==> config.mk <==
export PLATFORM = sky130hd
export DESIGN_NAME = sensor_packet_parser
export DESIGN_NICKNAME = d
export VERILOG_FILES = /design/src/rtl/sensor_packet_parser.sv
export SDC_FILE = /design/constraint.sdc
export NUM_CORES = 1
export LEC_CHECK = 0
export BUFFER_PORTS_ARGS = -buffer_cell sky130_fd_sc_hd__buf_2
export CORE_ASPECT_RATIO = 0.8
export CORE_MARGIN = 2
export CORE_UTILIZATION = 40
export CTS_CLUSTER_DIAMETER = 50
export DETAILED_ROUTE_END_ITERATION = 8
export GPL_TIMING_DRIVEN = 0
export PLACE_DENSITY = 0.61
export SYNTH_ARGS = -nofsm -noshare
export SYNTH_HDL_FRONTEND = slang
export SYNTH_SLANG_ARGS = --single-unit
==> constraint.sdc <==
create_clock -name clk -period 18.2 [get_ports clk]
set_input_delay 2.73 -clock clk [delete_from_list [all_inputs] [get_ports clk]]
set_output_delay 2.73 -clock clk [all_outputs]
set_load 0.01 [all_outputs]
==> src/rtl/sensor_packet_parser.sv <==
// -----------------------------------------------------------------------------
// sensor_packet_parser
//
// Purpose
//   Watches a 16-byte sensor packet buffer (written by an SPI slave in the same
//   clock domain) and turns a stable, newly changed packet into registered
//   attitude/rate fields. A round-robin scanner compares one byte per cycle
//   against a shadow copy. A packet decodes only after one full pass has seen a
//   change and a later full pass has seen none. This keeps a buffer that is
//   still being written from ever being decoded half-old/half-new.
//
// Optional build macro
//   PARSER_STALE_TIMEOUT_EN : when defined, builds a saturating cycle counter
//   that raises 'stale' once STALE_CYCLES cycles pass without a good packet.
//   When undefined, no counter exists and 'stale' is tied low.
//
// Parameters
//   STALE_CYCLES : cycles without a good packet before 'stale' asserts
//                  (only meaningful with PARSER_STALE_TIMEOUT_EN).
//
// Ports
//   clk            in   system clock (single clock domain)
//   reset          in   asynchronous, active-high reset
//   packet_in      in   8 x [0:15] raw packet bytes, byte 0 is the header
//   roll/pitch/yaw out  signed 16, Euler angles x100, bytes {1,2}/{3,4}/{5,6}
//   gyro_x/y/z     out  signed 16, rates x2000, bytes {7,8}/{9,10}/{11,12}
//   flags          out  8, packet byte 13
//   sample_valid   out  one-cycle pulse when the field outputs update
//   header_err     out  one-cycle pulse when a packet is rejected (header!=0xAA)
//   packet_count   out  16, good packets, wraps
//   err_count      out  8, bad-header packets, saturates at 255
//   stale          out  no good packet within STALE_CYCLES
// -----------------------------------------------------------------------------
module sensor_packet_parser #(
  parameter int STALE_CYCLES = 4_800_000
) (
  input  logic               clk,
  input  logic               reset,
  input  logic [7:0]         packet_in [0:15],
  output logic signed [15:0] roll,
  output logic signed [15:0] pitch,
  output logic signed [15:0] yaw,
  output logic signed [15:0] gyro_x,
  output logic signed [15:0] gyro_y,
  output logic signed [15:0] gyro_z,
  output logic [7:0]         flags,
  output logic               sample_valid,
  output logic               header_err,
  output logic [15:0]        packet_count,
  output logic [7:0]         err_count,
  output logic               stale
);

  localparam logic [7:0] HEADER = 8'hAA;

  typedef enum logic {
    ST_SCAN   = 1'b0,
    ST_DECODE = 1'b1
  } state_t;

  // Elaboration-time sanity check on the timeout length.
  if (STALE_CYCLES < 1) begin : g_bad_stale_cycles
    $error("STALE_CYCLES must be at least 1");
  end

  // Big-endian byte pair to a signed 16-bit field.
  function automatic logic signed [15:0] field16(input logic [7:0] msb,
                                                 input logic [7:0] lsb);
    return $signed({msb, lsb});
  endfunction

  // Increment that sticks at 255.
  function automatic logic [7:0] sat_inc8(input logic [7:0] v);
    return (v == 8'hFF) ? v : v + 8'd1;
  endfunction

  state_t            r_state;
  state_t            w_state_nxt;
  logic [7:0]        r_shadow [0:15];
  logic [3:0]        r_idx;
  logic              r_dirty;
  logic              r_pending;

  logic              w_byte_diff;
  logic              w_pass_end;
  logic              w_dirty_any;
  logic              w_scan;
  logic              w_decode;
  logic              w_hdr_ok;

  logic              r_good_p0;
  logic              r_bad_p0;

  logic signed [15:0] r_roll;
  logic signed [15:0] r_pitch;
  logic signed [15:0] r_yaw;
  logic signed [15:0] r_gyro_x;
  logic signed [15:0] r_gyro_y;
  logic signed [15:0] r_gyro_z;
  logic [7:0]         r_flags;
  logic               r_sample_valid;
  logic               r_header_err;
  logic [15:0]        r_packet_count;
  logic [7:0]         r_err_count;

  // Byte under the scan pointer differs from its shadow copy.
  assign w_byte_diff = (packet_in[r_idx] != r_shadow[r_idx]);
  assign w_pass_end  = (r_idx == 4'd15);
  // Dirty status of the pass including the byte being scanned right now.
  assign w_dirty_any = r_dirty | w_byte_diff;
  assign w_hdr_ok    = (r_shadow[0] == HEADER);

  // ---------------------------------------------------------------------------
  // FSM: state register
  // ---------------------------------------------------------------------------
  always_ff @(posedge clk or posedge reset) begin
    if (reset) begin
      r_state <= ST_SCAN;
    end else begin
      r_state <= w_state_nxt;
    end
  end

  // ---------------------------------------------------------------------------
  // FSM: next-state logic
  // ---------------------------------------------------------------------------
  always_comb begin
    w_state_nxt = r_state;
    unique case (r_state)
      ST_SCAN: begin
        // Decode only after a change was latched (pending) and a whole pass
        // since then has found every byte unchanged.
        if (w_pass_end && !w_dirty_any && r_pending) begin
          w_state_nxt = ST_DECODE;
        end
      end
      ST_DECODE: begin
        w_state_nxt = ST_SCAN;
      end
      default: begin
        w_state_nxt = ST_SCAN;
      end
    endcase
  end

  // ---------------------------------------------------------------------------
  // FSM: output decode
  // ---------------------------------------------------------------------------
  always_comb begin
    w_scan   = 1'b0;
    w_decode = 1'b0;
    unique case (r_state)
      ST_SCAN:   w_scan   = 1'b1;
      ST_DECODE: w_decode = 1'b1;
      default:   w_scan   = 1'b1;
    endcase
  end

  // ---------------------------------------------------------------------------
  // Scanner: shadow copy, scan index, dirty/pending tracking
  // ---------------------------------------------------------------------------
  always_ff @(posedge clk or posedge reset) begin
    if (reset) begin
      for (int i = 0; i < 16; i++) begin
        r_shadow[i] <= 8'h00;
      end
      r_idx     <= 4'd0;
      r_dirty   <= 1'b0;
      r_pending <= 1'b0;
    end else if (w_scan) begin
      r_shadow[r_idx] <= packet_in[r_idx];
      r_idx           <= r_idx + 4'd1;
      if (w_pass_end) begin
        // A dirty pass re-arms pending; a clean pass leaves it as is so that
        // the transition to DECODE above can consume it.
        r_dirty <= 1'b0;
        if (w_dirty_any) begin
          r_pending <= 1'b1;
        end
      end else begin
        r_dirty <= w_dirty_any;
      end
    end else if (w_decode) begin
      r_pending <= 1'b0;
      r_idx     <= 4'd0;
    end
  end

  // ---------------------------------------------------------------------------
  // Stage p0: header verdict captured in the DECODE cycle
  // ---------------------------------------------------------------------------
  always_ff @(posedge clk or posedge reset) begin
    if (reset) begin
      r_good_p0 <= 1'b0;
      r_bad_p0  <= 1'b0;
    end else begin
      r_good_p0 <= w_decode & w_hdr_ok;
      r_bad_p0  <= w_decode & ~w_hdr_ok;
    end
  end

  // ---------------------------------------------------------------------------
  // Stage p1: field registers, pulses and counters
  // ---------------------------------------------------------------------------
  // Only shadow[0] can be rewritten on the edge that loads these fields
  // (the scanner restarts at index 0), so bytes 1..13 are still the
  // decoded packet here.
  always_ff @(posedge clk or posedge reset) begin
    if (reset) begin
      r_roll         <= '0;
      r_pitch        <= '0;
      r_yaw          <= '0;
      r_gyro_x       <= '0;
      r_gyro_y       <= '0;
      r_gyro_z       <= '0;
      r_flags        <= '0;
      r_sample_valid <= 1'b0;
      r_header_err   <= 1'b0;
      r_packet_count <= '0;
      r_err_count    <= '0;
    end else begin
      r_sample_valid <= r_good_p0;
      r_header_err   <= r_bad_p0;
      if (r_good_p0) begin
        r_roll         <= field16(r_shadow[1],  r_shadow[2]);
        r_pitch        <= field16(r_shadow[3],  r_shadow[4]);
        r_yaw          <= field16(r_shadow[5],  r_shadow[6]);
        r_gyro_x       <= field16(r_shadow[7],  r_shadow[8]);
        r_gyro_y       <= field16(r_shadow[9],  r_shadow[10]);
        r_gyro_z       <= field16(r_shadow[11], r_shadow[12]);
        r_flags        <= r_shadow[13];
        r_packet_count <= r_packet_count + 16'd1;
      end
      if (r_bad_p0) begin
        r_err_count <= sat_inc8(r_err_count);
      end
    end
  end

  assign roll         = r_roll;
  assign pitch        = r_pitch;
  assign yaw          = r_yaw;
  assign gyro_x       = r_gyro_x;
  assign gyro_y       = r_gyro_y;
  assign gyro_z       = r_gyro_z;
  assign flags        = r_flags;
  assign sample_valid = r_sample_valid;
  assign header_err   = r_header_err;
  assign packet_count = r_packet_count;
  assign err_count    = r_err_count;

`ifdef PARSER_STALE_TIMEOUT_EN
  localparam int               CNT_W     = $clog2(STALE_CYCLES + 1);
  localparam logic [CNT_W-1:0] STALE_MAX = CNT_W'(STALE_CYCLES);

  logic [CNT_W-1:0] r_stale_cnt;

  // Starts saturated so the output reads stale until the first good packet.
  // Clearing on the same edge that raises sample_valid drops stale in the
  // pulse cycle.
  always_ff @(posedge clk or posedge reset) begin
    if (reset) begin
      r_stale_cnt <= STALE_MAX;
    end else if (r_good_p0) begin
      r_stale_cnt <= '0;
    end else if (r_stale_cnt != STALE_MAX) begin
      r_stale_cnt <= r_stale_cnt + CNT_W'(1);
    end
  end

  assign stale = (r_stale_cnt == STALE_MAX);
`else
  assign stale = 1'b0;
`endif

endmodule

==> impl_metrics.toml <==
[final_layout]
area_growth_pct = 23.7
final_nets = 1369
layout_commonest_cell = "dfrtp_1"
final_cell_mix = "dfrtp_1, buf_2, nand2_1"
drive_gt1_share_pct = 39.8
nFillCells = 2650

[power_and_ir_drop]
total_power_mw = 1.31
cellInternalPower_mw = 1.01
combPwrFrac_pct = 5.1
p_per_area_nw_per_um2 = 88.3
switching_share_pct = 22.3
pwr-share-seq_pct = 47.8
clockPowerShare_pct = 47.1
p_sw_uw = 292
leakagePower_nw = 7.42
ir_worst_vdd_v = 0.0000602

[critical_path]
end_kind = "flip-flop"
timing.rr.start = "r_idx[1]$_DFF_PP0_"
reg2reg_setup_slack_ns = 14.49
ff2ff_path_depth = 8
worstPathArrival_ns = 5.48
setup.worst_path.class = "primary input to flip-flop"
regToRegEndpoint = "r_shadow[34]$_DFFE_PP0P_"
crit_required_ns = 18.68
start_kind = "primary input"
path_max_fanout = 8

[grt]
grt_usage_pct = 22.7
antenna_found_initial = 3
grt_pass1_wl_um = 53300
grt_max_degree = 117
grt_pass1_vias = 8559
grt_overflow = 0

[drt]
via_count = 8808
wl_um = 35400
dr.pass1.iters = 5
drt_iter0_drc = 514
vias_per_cell = 5.40
wl_per_cell_um = 21.7
route.detailed.drc = 0
ant_nets = 0

[floorplanning]
io_pins = 261
die_w_um = 197
row_count = 56
core_area_sq_um = 29400
start_util_pct = 40.7
dieArea_sq_um = 31300
die_y_um = 159

[timing]
final-setup-viol-count = 0
period_share_pct = 27.5
period_needed_ns = 5.00
slew_headroom_pct = 20.4
drv_slew = 0
tightest_slew_ns = 1.19
layout_setup_ws_ns = 13.20
skew_ns = 0.00767
tns_ns = 0
rsz0062_at_grt = "no"
max_freq_mhz = 200
hold_viol = 0

[logic_synthesis]
synth_warnings = 0
synth_fp_nets = 1077
synth.avg_cell_area_sq_um = 12.7
synth_cell_types = 38
synth-edff-count = 0
syn_area_sq_um = 12000
ys_seq_elements = 267
syn_inst = 941
synthArstFlopShare_pct = 100
yosys_most_used_dff = "dfrtp_1"
yosysSeqAreaShare_pct = 55.9

[min_path]
min_to = "header_err$_DFF_PP0_"
hp-class = "flip-flop to flip-flop"
holdPathStages = 0
hold_path_startpoint = "r_bad_p0$_DFF_PP0_"

[place]
place_ws_ns = 12.70
dp_hpwl_um = 26600
gp_congestion = 0.854
portBuffers = 259

[clock_tree]
clk_path_buf_depth = 3
cts_tree = "done"
post-cts-setup-buffer-count = 0
cts_resized = 0
clk_latency_ns = 0.54
clkSinkCount = 267
root_buffer = "clkbuf_16"
h-tree-depth = 1
cts.clk_slew.worst_paths_ns = 0.06
cts_made_buffers = 29
cts-hold-fix-buffers = 0

[flow_run]
maxCapViolations = 0

[outcome]
status = "complete, no violations"
==> cells by family after synthesis <==
family	synth area share, %
other	0.0314
buffers and inverters	2.52
muxes	22.9
adders and majority gates	0.628
and+or+nand+nor	8.30
xor gates and xnor gates	2.64
AOI/OAI and AO/OA	7.03
DFF	55.9
==> registers in the layout (all words and copies together) (netlist names), 4 cells and up <==
name and cells:
flags 8, pitch 16, gyro_x 16, gyro_z 16, err_count 8, yaw 16
roll 16, gyro_y 16, packet_count 16, r_shadow 128, r_idx 4
==> layer usage <==
metal  GRT usage [%]  wire length, um
met1            33.8            16500
met2            34.2            15600
met3            4.43             2440
met4            5.80              898
met5               0               32
==> cells in the mapped netlist (5+ instances only) <==
| master | instances | area share, % |
|---|---|---|
| xnor2_1 | 27 | 2.0 |
| buf_2 | 7 | 0.29 |
| clkbuf_1 | 42 | 1.3 |
| nand2_1 | 176 | 5.5 |
| a22o_1 | 8 | 0.59 |
| mux2i_1 | 8 | 0.67 |
| nor2_1 | 12 | 0.38 |
| dfrtp_1 | 267 | 56 |
| ha_1 | 6 | 0.63 |
| mux4_2 | 63 | 12 |
| inv_1 | 5 | 0.16 |
| nand4_1 | 7 | 0.37 |
| o21ai_0 | 133 | 5.6 |
| nor2b_1 | 7 | 0.37 |
| and3_1 | 5 | 0.26 |
| mux2_2 | 108 | 10 |
| xor2_1 | 9 | 0.66 |
| nand3_1 | 6 | 0.25 |
| nand2b_1 | 9 | 0.47 |
==> stage by stage <==
| step | instances | utilization (%) | hold WS, ns | instance area, sq um |
|---|---|---|---|---|
| 2_1_floorplan | 941 | - | 0.352 | 12000 |
| 3_3_place_gp | 1577 | 46.7 | 0.369 | 13700 |
| 3_5_place_dp | 1579 | 46.9 | 0.375 | 13800 |
| 4_1_cts | 1631 | 50.4 | 0.389 | 14800 |
| 5_1_grt | 1631 | 50.4 | 0.403 | 14800 |
| 6_report | 1632 | 50.4 | 0.386 | 14800 |
==> worst max path at each step <==
stage                              from  slack [ns]                        to  cells past startpoint
after floorplan                   reset        8.12  err_count[0]$_DFFE_PP0P_                      1
after global placement            reset        5.06     gyro_z[2]$_DFFE_PP0P_                      2
after detailed placement  packet_in[38]       12.70         r_state$_DFF_PP0_                      9
after CTS                 packet_in[38]       13.27         r_state$_DFF_PP0_                      9
after global routing      packet_in[38]       13.11         r_state$_DFF_PP0_                      9
final                     packet_in[38]       13.20         r_state$_DFF_PP0_                      9
==> power groups by stage <==
| stage | Sequential [mW] | Combinational (mW) | Clock (mW) |
|---|---|---|---|
| final | 0.623 | 0.0666 | 0.615 |
| after detailed placement | 0.634 | 0.0673 | 0 |
| after global routing | 0.624 | 0.0745 | 0.652 |
| after global placement | 0.634 | 0.0641 | 0 |
| after CTS | 0.623 | 0.0676 | 0.625 |
| after floorplan | 0.626 | 0.0391 | 0 |
==> cell type report <==
| cell class | instances | area (sq um) | share of cell area (%) |
|---|---|---|---|
| well taps | 377 | 472 | 3.19 |
| clock buffers | 40 | 827 | 5.59 |
| multi-input cells | 608 | 4970 | 33.6 |
| diodes | 1 | 2.50 | 0.0169 |
| repair buffers | 261 | 1350 | 9.14 |
| inverters | 5 | 26.3 | 0.178 |
| flip-flops and latches | 267 | 6680 | 45.2 |
| clock inverters | 12 | 175 | 1.18 |
| plain buffers | 61 | 283 | 1.91 |
==> critical path: stages <==
cell,delay [ns]
buf_2,0.09
mux4_2,0.45
a22o_1,0.25
a221oi_2,0.69
xor2_1,0.13
or4_1,0.54
a21oi_1,0.12
and4_1,0.27
and4_1,0.20
Power figures use the tool's default switching activity.
